--- src/rtl/reset_seq_pkg.sv ---
// reset_seq_pkg
// Shared constants for the reset sequencer: FSM state encoding, reset-cause
// codes, counter width and a saturating increment helper.
package reset_seq_pkg;

   localparam int CNT_W = 16;

   localparam logic [1:0] CAUSE_POR  = 2'b01;
   localparam logic [1:0] CAUSE_SOFT = 2'b10;

   localparam logic [2:0] ST_WAIT_POR = 3'd0;
   localparam logic [2:0] ST_HOLD     = 3'd1;
   localparam logic [2:0] ST_RELEASE  = 3'd2;
   localparam logic [2:0] ST_RUN      = 3'd3;
   localparam logic [2:0] ST_ACK_WAIT = 3'd4;

   // Counters stick at all-ones instead of wrapping back to zero.
   function automatic logic [CNT_W-1:0] sat_inc(input logic [CNT_W-1:0] v);
      return (&v) ? v : v + 1'b1;
   endfunction

endpackage

--- src/rtl/reset_sequencer_if.sv ---
// reset_sequencer_if
// Soft-reset handshake and sequenced-reset status bundle.
//   soft_req     requester -> sequencer, four-phase level request
//   soft_ack     sequencer -> requester, completion acknowledge
//   resetn_stage sequencer -> SoC, active-low per-domain resets
//   seq_busy     high while any domain is held in reset
//   last_cause   01 = POR/reset, 10 = soft request
interface reset_sequencer_if #(
   parameter int NSTAGES = 3
);
   logic               soft_req;
   logic               soft_ack;
   logic [NSTAGES-1:0] resetn_stage;
   logic               seq_busy;
   logic [1:0]         last_cause;

   modport master (
      output soft_req,
      input  soft_ack,
      input  resetn_stage,
      input  seq_busy,
      input  last_cause
   );

   modport slave (
      input  soft_req,
      output soft_ack,
      output resetn_stage,
      output seq_busy,
      output last_cause
   );
endinterface

--- src/rtl/sync2.sv ---
// sync2
// Two-flop synchronizer with asynchronous active-high clear.
//   clk  sampling clock
//   clr  async clear, forces q to 0 immediately
//   d    asynchronous input
//   q    synchronized output, two edges behind d
module sync2 (
   input  logic clk,
   input  logic clr,
   input  logic d,
   output logic q
);
   logic meta;

   always_ff @(posedge clk or posedge clr) begin
      if (clr) begin
         meta <= 1'b0;
         q    <= 1'b0;
      end else begin
         meta <= d;
         q    <= meta;
      end
   end
endmodule

--- src/rtl/reset_sequencer.sv ---
// reset_sequencer
// Turns the board POR into ordered active-low domain resets (stage 0 first)
// and re-runs the sequence on a four-phase soft-reset request.
//   clock48     48 MHz board clock
//   reset       async active-high, deassertion synchronized internally
//   por_resetn  active-low POR, synchronized before use
//   seq         slave side of reset_sequencer_if (soft_req/soft_ack,
//               resetn_stage, seq_busy, last_cause), all outputs registered
//
// state       | meaning
// WAIT_POR    | all domains in reset, waiting for POR release
// HOLD        | all domains in reset, counting HOLD_CLOCKS
// RELEASE     | releasing one domain every STAGE_GAP cycles
// RUN         | all domains released, watching soft_req
// ACK_WAIT    | soft sequence done, soft_ack high until soft_req drops
module reset_sequencer
   import reset_seq_pkg::*;
#(
   parameter int NSTAGES     = 3,
   parameter int HOLD_CLOCKS = 32,
   parameter int STAGE_GAP   = 16
) (
   input  logic              clock48,
   input  logic              reset,
   input  logic              por_resetn,
   reset_sequencer_if.slave  seq
);

   localparam logic [CNT_W-1:0]   HOLD_LAST   = CNT_W'(HOLD_CLOCKS - 1);
   localparam logic [CNT_W-1:0]   GAP_LAST    = CNT_W'(STAGE_GAP - 1);
   localparam logic [NSTAGES-1:0] STAGE_FIRST = NSTAGES'(1);

   logic rst_release;
   logic rst_core;
   logic por_s;
   logic soft_s;

   // Assertion of reset clears this synchronizer at once, so rst_core rises
   // without a clock; it only falls two edges after reset is removed.
   sync2 u_rst_sync (
      .clk (clock48),
      .clr (reset),
      .d   (1'b1),
      .q   (rst_release)
   );

   assign rst_core = ~rst_release;

   sync2 u_por_sync (
      .clk (clock48),
      .clr (rst_core),
      .d   (por_resetn),
      .q   (por_s)
   );

   sync2 u_soft_sync (
      .clk (clock48),
      .clr (rst_core),
      .d   (seq.soft_req),
      .q   (soft_s)
   );

   logic [2:0]         state_q, state_d;
   logic [NSTAGES-1:0] stage_q, stage_d;
   logic [1:0]         cause_q, cause_d;
   logic               ack_q, ack_d;
   logic               busy_q;
   logic [CNT_W-1:0]   hold_q, hold_d;
   logic [CNT_W-1:0]   gap_q, gap_d;
   logic               release_now;

   always_comb begin
      state_d     = state_q;
      stage_d     = stage_q;
      cause_d     = cause_q;
      ack_d       = ack_q;
      hold_d      = hold_q;
      gap_d       = gap_q;
      release_now = 1'b0;

      case (state_q)
         ST_WAIT_POR: begin
            stage_d = '0;
            hold_d  = '0;
            gap_d   = '0;
            state_d = ST_HOLD;
         end
         ST_HOLD: begin
            hold_d = sat_inc(hold_q);
            if (hold_q == HOLD_LAST) begin
               stage_d     = STAGE_FIRST;
               gap_d       = '0;
               release_now = 1'b1;
            end
         end
         ST_RELEASE: begin
            if (gap_q == GAP_LAST) begin
               // resetn_stage is a thermometer: released domains are the low bits
               stage_d     = (stage_q << 1) | STAGE_FIRST;
               gap_d       = '0;
               release_now = 1'b1;
            end else begin
               gap_d = sat_inc(gap_q);
            end
         end
         ST_RUN: begin
            if (soft_s && !ack_q) begin
               stage_d = '0;
               cause_d = CAUSE_SOFT;
               hold_d  = '0;
               gap_d   = '0;
               state_d = ST_HOLD;
            end
         end
         ST_ACK_WAIT: begin
            if (!soft_s) begin
               ack_d   = 1'b0;
               state_d = ST_RUN;
            end
         end
         default: begin
            stage_d = '0;
            state_d = ST_WAIT_POR;
         end
      endcase

      if (release_now) begin
         if (&stage_d) begin
            if (cause_q == CAUSE_SOFT) begin
               ack_d   = 1'b1;
               state_d = ST_ACK_WAIT;
            end else begin
               state_d = ST_RUN;
            end
         end else begin
            state_d = ST_RELEASE;
         end
      end

      // POR loss wins over everything, including a soft request seen on the same edge.
      if (!por_s) begin
         stage_d = '0;
         cause_d = CAUSE_POR;
         ack_d   = 1'b0;
         hold_d  = '0;
         gap_d   = '0;
         state_d = ST_WAIT_POR;
      end
   end

   always_ff @(posedge clock48 or posedge rst_core) begin
      if (rst_core) begin
         state_q <= ST_WAIT_POR;
         stage_q <= '0;
         cause_q <= CAUSE_POR;
         ack_q   <= 1'b0;
         busy_q  <= 1'b1;
         hold_q  <= '0;
         gap_q   <= '0;
      end else begin
         state_q <= state_d;
         stage_q <= stage_d;
         cause_q <= cause_d;
         ack_q   <= ack_d;
         busy_q  <= ~&stage_d;
         hold_q  <= hold_d;
         gap_q   <= gap_d;
      end
   end

   assign seq.resetn_stage = stage_q;
   assign seq.seq_busy     = busy_q;
   assign seq.last_cause   = cause_q;
   assign seq.soft_ack     = ack_q;

endmodule

--- src/flat_wrapper.sv ---
// flat-port wrapper written by rule: the top's interface ports become plain ports
module reset_sequencer_flat import reset_seq_pkg::*;
#(
   parameter int NSTAGES     = 3,
   parameter int HOLD_CLOCKS = 32,
   parameter int STAGE_GAP   = 16
)
  (clock48, reset, por_resetn, seq_soft_req, seq_soft_ack, seq_resetn_stage, seq_seq_busy, seq_last_cause);
  reset_sequencer_if #(.NSTAGES(NSTAGES)) seq_i ();
  input  logic clock48;
  input  logic reset;
  input  logic por_resetn;
  input wire logic [$bits(seq_i.soft_req)-1:0] seq_soft_req;
  output wire logic [$bits(seq_i.soft_ack)-1:0] seq_soft_ack;
  output wire logic [$bits(seq_i.resetn_stage)-1:0] seq_resetn_stage;
  output wire logic [$bits(seq_i.seq_busy)-1:0] seq_seq_busy;
  output wire logic [$bits(seq_i.last_cause)-1:0] seq_last_cause;
  assign seq_i.soft_req = seq_soft_req;
  assign seq_soft_ack = seq_i.soft_ack;
  assign seq_resetn_stage = seq_i.resetn_stage;
  assign seq_seq_busy = seq_i.seq_busy;
  assign seq_last_cause = seq_i.last_cause;
  reset_sequencer #(.NSTAGES(NSTAGES), .HOLD_CLOCKS(HOLD_CLOCKS), .STAGE_GAP(STAGE_GAP)) u_core (.clock48(clock48), .reset(reset), .por_resetn(por_resetn), .seq(seq_i));
endmodule
--- config.mk ---
export PLATFORM = sky130hd
export DESIGN_NAME = reset_sequencer_flat
export DESIGN_NICKNAME = d
export VERILOG_FILES = /design/src/rtl/reset_seq_pkg.sv /design/src/rtl/reset_sequencer_if.sv /design/src/rtl/sync2.sv /design/src/rtl/reset_sequencer.sv /design/src/flat_wrapper.sv
export SDC_FILE = /design/constraint.sdc
export NUM_CORES = 1
export LEC_CHECK = 0
export BUFFER_PORTS_ARGS = -buffer_cell sky130_fd_sc_hd__buf_2
export CORE_UTILIZATION = 65
export DETAILED_ROUTE_END_ITERATION = 10
export PLACE_DENSITY = 0.84
export SKIP_LAST_GASP = 1
export SLEW_MARGIN = 20
export SYNTH_ARGS = -nofsm -noshare
export SYNTH_HDL_FRONTEND = slang
export SYNTH_SLANG_ARGS = --single-unit
export TNS_END_PERCENT = 5
--- constraint.sdc ---
create_clock -name clock48 -period 4.2 [get_ports clock48]
set_clock_uncertainty 0.05 [all_clocks]
set_input_delay 0.84 -clock clock48 [delete_from_list [all_inputs] [get_ports clock48]]
set_output_delay 0.84 -clock clock48 [all_outputs]
set_load 0.005 [all_outputs]
==> metrics.log, run 1 <==
INFO  metric worst-setup-path-type = register to register
INFO  metric grt_pass1_vias = 2039
INFO  metric totalNegativeSetupSlack = 0 ps
INFO  metric dieWidth = approximately 66 µm
INFO  metric drt_drc_violations_left = 0
INFO  metric antenna_found_initial = 0
INFO  metric initial_cell_density_of_the_core = approximately 70%
INFO  metric via_per_inst = around 6.4
INFO  metric cts_htree_levels = 2
INFO  metric drive_gt1_share = between 10% and 20%
INFO  metric finalMaxSlewViolations = 0
INFO  metric cts_inserted_buffers = 5
INFO  metric synth.cell_area = 0.00265 mm²
INFO  metric setup-violations-final = 0
INFO  metric grt_max_degree = 47
INFO  metric ys.flop_type = dfrtp_1
INFO  metric placed_cells_incl_taps = around 340
INFO  metric syn-mean-instance-area = around 9.0 µm²
INFO  metric worst_setup_hold_path_clk_slew = 90 ps
INFO  metric r2r_slack = 1620 ps
INFO  metric max-cap-violations = 0
INFO  metric antennaDiodeCount = 0
INFO  metric end_kind = register
INFO  metric power_leakage = between 1 and 1.5 nW
INFO  metric cell_chain_of_the_critical_path = nor3b_4 -> nand4_1 -> nor3_1 -> or2_2 -> o21ai_0 -> o41ai_1
INFO  metric rsz0062_at_grt = no
INFO  metric grt_use_total = between 20 and 30%
INFO  metric dp_hpwl = about 3.7 mm
INFO  metric critical_path.startpoint_type = register
INFO  metric tightest_slew = between 1000 and 1500 ps
INFO  metric critical_path.reg2reg.startpoint = u_core.state_q[0]
INFO  metric number_of_buffers_on_the_longest_clock_path = 2
INFO  metric root_buffer = clkbuf_8
INFO  metric capture_point_of_the_worst_reg_to_reg_path = u_core.hold_q[14]
INFO  metric synthesis.yosys.warnings = 0
INFO  metric core = between 0.003 and 0.004 mm²
INFO  metric slowest_stage_cell_crit_path = nor3_1
INFO  metric grt_remaining_overflow = 0
INFO  metric cts_resized = 0
INFO  metric hold_violations = 0
INFO  metric io-pin-count = 11
INFO  metric io_buffers = 10
INFO  metric postCtsSetupBuffers = 0
INFO  metric placement_rows = 22
INFO  metric path_class_of_the_lowest_slack_min_delay_path = register to asynchronous set/reset pin
INFO  metric postSynthRegisterBits = between 40 and 50
INFO  metric power.density = 292 mW/mm²
INFO  metric timing.final.crit_share = just over 60%
INFO  metric route.final.wire_length = around 5.5 mm
INFO  metric run_status = completed
INFO  metric dr_total_vias = between 2000 and 2500
INFO  metric area_grow_syn2layout = 4.97%
INFO  metric cells_on_worst_reg2reg_path = 6
INFO  metric max-vdd-ir-drop = roughly 0.26 mV
INFO  metric dr.pass1.iters = 5
INFO  metric stdcell_area = around 0.0028 mm²
INFO  metric final_weighted_congestion_in_routability_driven_placement = 0.911
INFO  metric synth_async_sr_flop_share = between 90% and 100%
INFO  metric tritoncts_clock_tree = built
INFO  metric cts_hold_repair.buffers = 0
INFO  metric ant_nets = 0
INFO  metric mappedNetlistNets = 299
INFO  metric synth_sequential_area_ratio = about 46%
INFO  metric clock_insertion_delay_worst_skew = 300 ps
INFO  metric worst_max_slew_margin_expressed_relative_to_the_limit = a little under a third
INFO  metric placedInstanceArea = approximately 0.0027 mm²
INFO  metric post_synth_num_cell_types = 52
INFO  metric wl_per_cell = 15.8 µm
INFO  metric synth-edff-count = 0
INFO  metric path_max_fanout = 15
INFO  metric dieHeight = around 66 µm
INFO  metric drt_first_iter_violations = 215
INFO  metric fin_nets = a little over 300
INFO  metric timing.critical_path.slowest_cell_delay = about 800 ps
INFO  metric fmax = a little under 400 MHz
INFO  metric full_die_area = between 0.004 and 0.005 mm²
INFO  metric final_non_filler_cells = about 350
INFO  metric post-layout-total-power = 0.810 mW
INFO  metric clock_sink_count = 48
INFO  metric arrival = approximately 2700 ps
INFO  metric critical_path_required = about 4300 ps
INFO  metric syn_inst = between 200 and 300
INFO  metric grt_pass1_wl = roughly 9.4 mm
INFO  metric final_period_minus_worst_setup_slack = between 2000 and 3000 ps
sequential cells by signal, summed over array words and instances (netlist names):
name / count
u_core.gap_q: 16
u_core.hold_q: 16
u_core.seq.last_cause: 2
u_core.seq.resetn_stage: 3
u_core.seq.seq_busy: 1
u_core.seq.soft_ack: 1
u_core.state_q: 3
u_core.u_por_sync.meta: 1
u_core.u_por_sync.q: 1
u_core.u_rst_sync.meta: 1
u_core.u_rst_sync.q: 1
u_core.u_soft_sync.meta: 1
u_core.u_soft_sync.q: 1
layout by cell type, fill, tap and decap left out, types with 4 or more instances in the layout:
cell / Yosys / layout
xnor2_1: 7 / 7
and2_1: 5 / 5
o31ai_1: 4 / 4
nand4_1: 6 / 6
o21ai_1: 6 / 6
nor2b_1: 4 / 4
nand3_1: 19 / 19
inv_1: 4 / 4
nor3_1: 13 / 13
buf_2: 6 / 10
dfrtp_1: 46 / 45
a31oi_1: 6 / 6
a21oi_1: 13 / 13
clkbuf_8: 0 / 6
nor2_1: 29 / 29
nand2_1: 28 / 28
and4_1: 5 / 5
o21ai_0: 34 / 34
and3_1: 9 / 9
final cells by class:
class | count | area (µm²)
clock buffer | 6 | 82.6
tap | 48 | 60.1
timing repair buffer | 10 | 50.0
multi-input combinational | 228 | 1350
inverter | 4 | 15.0
sequential | 48 | 1210
clock inverter | 2 | 10.0
fill | 283 | 995
worst max-delay path: cells and delay by family (launching register included):
family	cells	cell delay, ps
simple gates	4	1600
flops	1	630
compound gates	2	180
layer usage:
metal / global-route usage (%) / part of all wire [%] / vias up
li1: - / - / 1075
met1: 39.1 / 46 / 1074
met2: 45.5 / 48 / 65
met3: 5.00 / 4.7 / 5
met4: 8.97 / 1.1 / 0
met5: 0 / 0 / -
Yosys cell counts (3+ instances only):
| master | number | area share, % |
|---|---|---|
| nor2b_1 | 4 | 0.95 |
| o21ai_0 | 34 | 6.4 |
| nor2_1 | 29 | 4.1 |
| buf_2 | 6 | 1.1 |
| xnor2_1 | 7 | 2.3 |
| o31ai_1 | 4 | 1.1 |
| and4_1 | 5 | 1.7 |
| a31oi_1 | 6 | 1.4 |
| nand2_1 | 28 | 4.0 |
| nand2b_1 | 3 | 0.71 |
| a21oi_1 | 13 | 2.5 |
| and2_1 | 5 | 1.2 |
| inv_1 | 4 | 0.57 |
| clkbuf_1 | 3 | 0.43 |
| o2111ai_1 | 3 | 0.99 |
| o21ai_1 | 6 | 1.1 |
| nor4_1 | 3 | 0.71 |
| nand4_1 | 6 | 1.4 |
| nand3_1 | 19 | 3.6 |
| o41ai_1 | 3 | 0.99 |
| dfrtp_1 | 46 | 44 |
| nor3_1 | 13 | 2.5 |
| and3_1 | 9 | 2.1 |
worst max path at each step:
stage | start | end | slack (ps) | depth (start not counted)
finish | u_core.state_q[0] | u_core.hold_q[14] | 1620 | 6
global route | u_core.state_q[0] | u_core.hold_q[8] | 1370 | 6
CTS | u_core.state_q[0] | u_core.hold_q[10] | 1670 | 6
detailed placement | u_core.state_q[0] | u_core.hold_q[10] | 1680 | 6
global placement | u_core.state_q[0] | u_core.hold_q[10] | 1800 | 6
floorplan | u_core.hold_q[0] | u_core.state_q[1] | 2350 | 7
kinds of logic (layout without fill, tap and decap cells):
logic type	count (synthesis)	count (layout)	synth area share (%)
compound gates	77	77	18.1
xor+xnor	7	7	2.32
fa+ha+maj	2	2	0.946
buf+inv	17	22	3.41
flops	48	48	45.5
other cells	1	1	0.142
simple gates	141	141	29.6
power by group:
part           switching (mW)  internal [mW]
combinational          0.0268         0.0157
clock                   0.149          0.132
sequential             0.0197          0.468
total                   0.195          0.615
through the flow:
stage	setup slack (ps)	util, %	hold slack [ps]
2_1_floorplan	2350	-	281
3_3_place_gp	1800	71.1	283
3_5_place_dp	1680	71.1	289
4_1_cts	1670	73.6	309
5_1_grt	1370	73.6	318
6_report	1620	73.6	287
Power figures use the tool's default switching activity.
==> run 2, diff against run 1 <==
ABC_AREA = 1   (was not set)
CORE_UTILIZATION = 62   (was 65)
PLACE_DENSITY = 0.81   (was 0.84)
clock period = 2.56 ns   (was 4.2 ns; I/O delays follow)
==> metrics.log, run 2 <==
INFO  metric grtUsageMet2 = 48.7% (+3.2 points)
INFO  metric most_common_library_cell_in_the_layout_ignoring_fill_and_taps = nand2_1
INFO  metric cts_inserted_buffers = 5 (unchanged)
INFO  metric grt_use_total = 30.1% (+1.7 points)
INFO  metric global_route.peak_usage_layer = met2
INFO  metric synth.cell_area = 0.00305 mm² (+15%)
INFO  metric grt_pass1_vias = 2811 (+38%)
INFO  metric met1_usage = 39.8% (+0.68 points)
INFO  metric groute.layer.met3.usage = 6.11% (+1.1 points)
INFO  metric mappedNetlistNets = 441 (+47%)
INFO  metric number_of_buffers_on_the_longest_clock_path = 2 (unchanged)
INFO  metric max-cap-violations = 0 (unchanged)
INFO  metric final_cell_mix = nand2_1, nor2_1, nand3_1, dfrtp_1, inv_1
INFO  metric final_weighted_congestion_in_routability_driven_placement = 0.963 (+5.7%)
INFO  metric synth_largest_type_area_fraction = 37.8% (-5.7 points)
INFO  metric power_leakage = 1.50 nW (+30%)
INFO  metric path_max_fanout = 16 (+1)
INFO  metric synth.cells.most_frequent = nand2_1, nor2_1, nand3_1, dfrtp_1, inv_1
INFO  metric tightest_slew = 590 ps (-438 ps)
INFO  metric fmax = 471 MHz (+22%)
INFO  metric worst-setup-path-type = register to register
INFO  metric netlist.top_cell.by_area = dfrtp_1
INFO  metric critical-path-top-cell-by-count = nand2_1
INFO  metric placed_cells_incl_taps = 508 (+50%)
INFO  metric root_buffer = clkbuf_8
INFO  metric cell_chain_of_the_critical_path = ha_1 -> nand2_1 -> nor2_1 -> nand2_1 -> inv_1 -> nand3_1 -> o31ai_4 -> nor2_4 -> nand2_1 -> o21ai_0
INFO  metric worst_max_slew_margin_expressed_relative_to_the_limit = 60.7% (+30 points)
INFO  metric dp_slack = 473 ps (-1210 ps)
INFO  metric end_kind = register
INFO  metric clock_insertion_delay_worst_skew = 300 ps (about the same)
INFO  metric via_per_inst = 5.71 (-11%)
INFO  metric synth.most_common_cell = nand2_1
INFO  metric worst_setup_hold_path_clk_slew = 90 ps (about the same)
INFO  metric final_non_filler_cells = 517 (+49%)
INFO  metric finalMaxSlewViolations = 0 (unchanged)
INFO  metric critical_path_required = 2680 ps (-1660 ps)
INFO  metric max-vdd-ir-drop = 0.434 mV (+68%)
INFO  metric dr.pass1.iters = 5 (unchanged)
INFO  metric critical_path.startpoint_type = register
INFO  metric dieHeight = 72.1 µm (+9.6%)
INFO  metric antennaDiodeCount = 0 (unchanged)
INFO  metric postCtsSetupBuffers = 0 (unchanged)
INFO  metric path_class_of_the_lowest_slack_min_delay_path = input port to register
INFO  metric synth_area_leaders = dfrtp_1, nand2_1, nand3_1, nor2_1, inv_1
INFO  metric area.sequential = 0.00121 mm² (unchanged)
INFO  metric setup-violations-final = 0 (unchanged)
INFO  metric cts_htree_levels = 2 (unchanged)
INFO  metric io_buffers = 10 (unchanged)
INFO  metric power.density = 421 mW/mm² (+44%)
INFO  metric io-pin-count = 11 (unchanged)
INFO  metric synth_sequential_area_ratio = 39.5% (-6.0 points)
INFO  metric drt_drc_violations_left = 0 (unchanged)
INFO  metric initial_cell_density_of_the_core = 64.5% (-5.6 points)
INFO  metric grt_remaining_overflow = 0 (unchanged)
INFO  metric cts_resized = 0 (unchanged)
INFO  metric timing.final.crit_share = 83.0% (+21 points)
INFO  metric dr_total_vias = 2953 (+33%)
INFO  metric antenna_found_initial = 0 (unchanged)
INFO  metric synth-edff-count = 0 (unchanged)
INFO  metric grt_max_degree = 47 (unchanged)
INFO  metric drt_first_iter_violations = 274 (+27%)
INFO  metric synth_async_sr_flop_share = 100% (unchanged)
INFO  metric run_status = completed
INFO  metric cts_hold_repair.buffers = 1 (+1)
INFO  metric synthesis.yosys.warnings = 0 (unchanged)
INFO  metric ant_nets = 0 (unchanged)
INFO  metric ys.flop_type = dfrtp_1
INFO  metric post_synth_num_cell_types = 33 (-37%)
INFO  metric reg.largest.list = u_core.gap_q x16, u_core.hold_q x16
INFO  metric full_die_area = 0.00520 mm² (+20%)
INFO  metric route.final.wire_length = 7.03 mm (+28%)
INFO  metric dieWidth = 72.1 µm (+9.6%)
INFO  metric syn-mean-instance-area = 7.00 µm² (-22%)
INFO  metric clock_sink_count = 48 (unchanged)
INFO  metric syn_inst = 435 (+48%)
INFO  metric core = 0.00472 mm² (+25%)
INFO  metric arrival = 2250 ps (-470 ps)
INFO  metric fill_cells = 383 (+35%)
INFO  metric postSynthRegisterBits = 48 (unchanged)
INFO  metric totalNegativeSetupSlack = 0 ps (unchanged)
INFO  metric slowest_stage_cell_crit_path = dfrtp_1
INFO  metric dp_hpwl = 5.14 mm (+39%)
INFO  metric final_critical_path_setup_slack = 436 ps (-1180 ps)
INFO  metric multiInputGateArea = 0.00164 mm² (+21%)
INFO  metric tritoncts_clock_tree = built
INFO  metric timing.critical_path.slowest_cell_delay = 420 ps (-380 ps)
INFO  metric wl_per_cell = 13.6 µm (-14%)
INFO  metric drive_gt1_share = 8.67% (-3.1 points)
INFO  metric area_grow_syn2layout = 7.64%
INFO  metric hold_violations = 0 (unchanged)
INFO  metric placement_rows = 25 (+14%)
INFO  metric grt_pass1_wl = 12.4 mm (+32%)
INFO  metric final_period_minus_worst_setup_slack = 2120 ps (-458 ps)
INFO  metric rsz0062_at_grt = no
INFO  metric fin_nets = 455 (+50%)
-- run 2: cell count changes after synthesis, moves of 8 or more --
cell,change
nand4_1,+11
nor2_1,+38
xor2_1,+11
nand3_1,+33
o21ai_0,-8
nand2_1,+78
inv_1,+39
and3_1,-9
-- run 2: final timing paths --
path / start / endpoint / cells after the start / slack (ps)
worst max-delay path: u_core.gap_q[0] / u_core.gap_q[15] / 10 / 440
worst max register to register: u_core.gap_q[0] / u_core.gap_q[15] / 10 / 440
max in group asynchronous: u_core.u_rst_sync.q / u_core.hold_q[15] / 0 / 1770
min in group asynchronous: u_core.u_rst_sync.q / u_core.gap_q[10] / 0 / 300
worst min register to register: u_core.u_rst_sync.q / u_core.gap_q[10] / 0 / 300
worst min-delay path: seq_soft_req / u_core.u_soft_sync.meta / 1 / 250
-- run 2: final cells by class --
type	count	share of cell area [%]
well taps	67	2.56
repair buffers	15	2.75
inverters	44	5.04
clock inverters	2	0.458
flip-flops and latches	48	36.8
multi-input cells	335	49.9
clock buffers	6	2.52
-- run 2: critical path, delay by kind of cell, from the launching register on --
kind	cells	cell delay (ps)
simple gates	6	680
compound gates	2	490
flops	1	420
fa+ha+maj	1	260
buf+inv	1	80
-- run 2: metrics by stage --
| step | hold WS [ps] | total power, mW | cell area, µm² | utilization [%] |
|---|---|---|---|---|
| after floorplan | 203 | 0.885 | 3050 | - |
| after global placement | 282 | 0.908 | 3170 | 67.1 |
| after detailed placement | 290 | 0.911 | 3170 | 67.1 |
| after CTS | 249 | 1.39 | 3280 | 69.4 |
| after global routing | 244 | 1.43 | 3280 | 69.4 |
| final | 254 | 1.38 | 3280 | 69.4 |
-- run 2: per-layer routing --
layer,part of all wire [%],wire [µm]
met3,6.6,462
met2,48,3360
met4,1.5,104
met5,0,0
met1,44,3100
-- run 2: report_power, final --
group,internal (mW),switching [mW],total (mW)
Combinational,0.0275,0.0794,0.107
Clock,0.219,0.264,0.483
Sequential,0.768,0.0232,0.791
-- run 2: logic make-up after synthesis --
kind of cell	share of synthesized area, %
AOI/OAI and AO/OA	10.9
xor gates and xnor gates	3.74
buffers and inverters	6.82
adders and majority gates	0.821
and+or+nand+nor	38.1
DFF	39.5
other	0.123
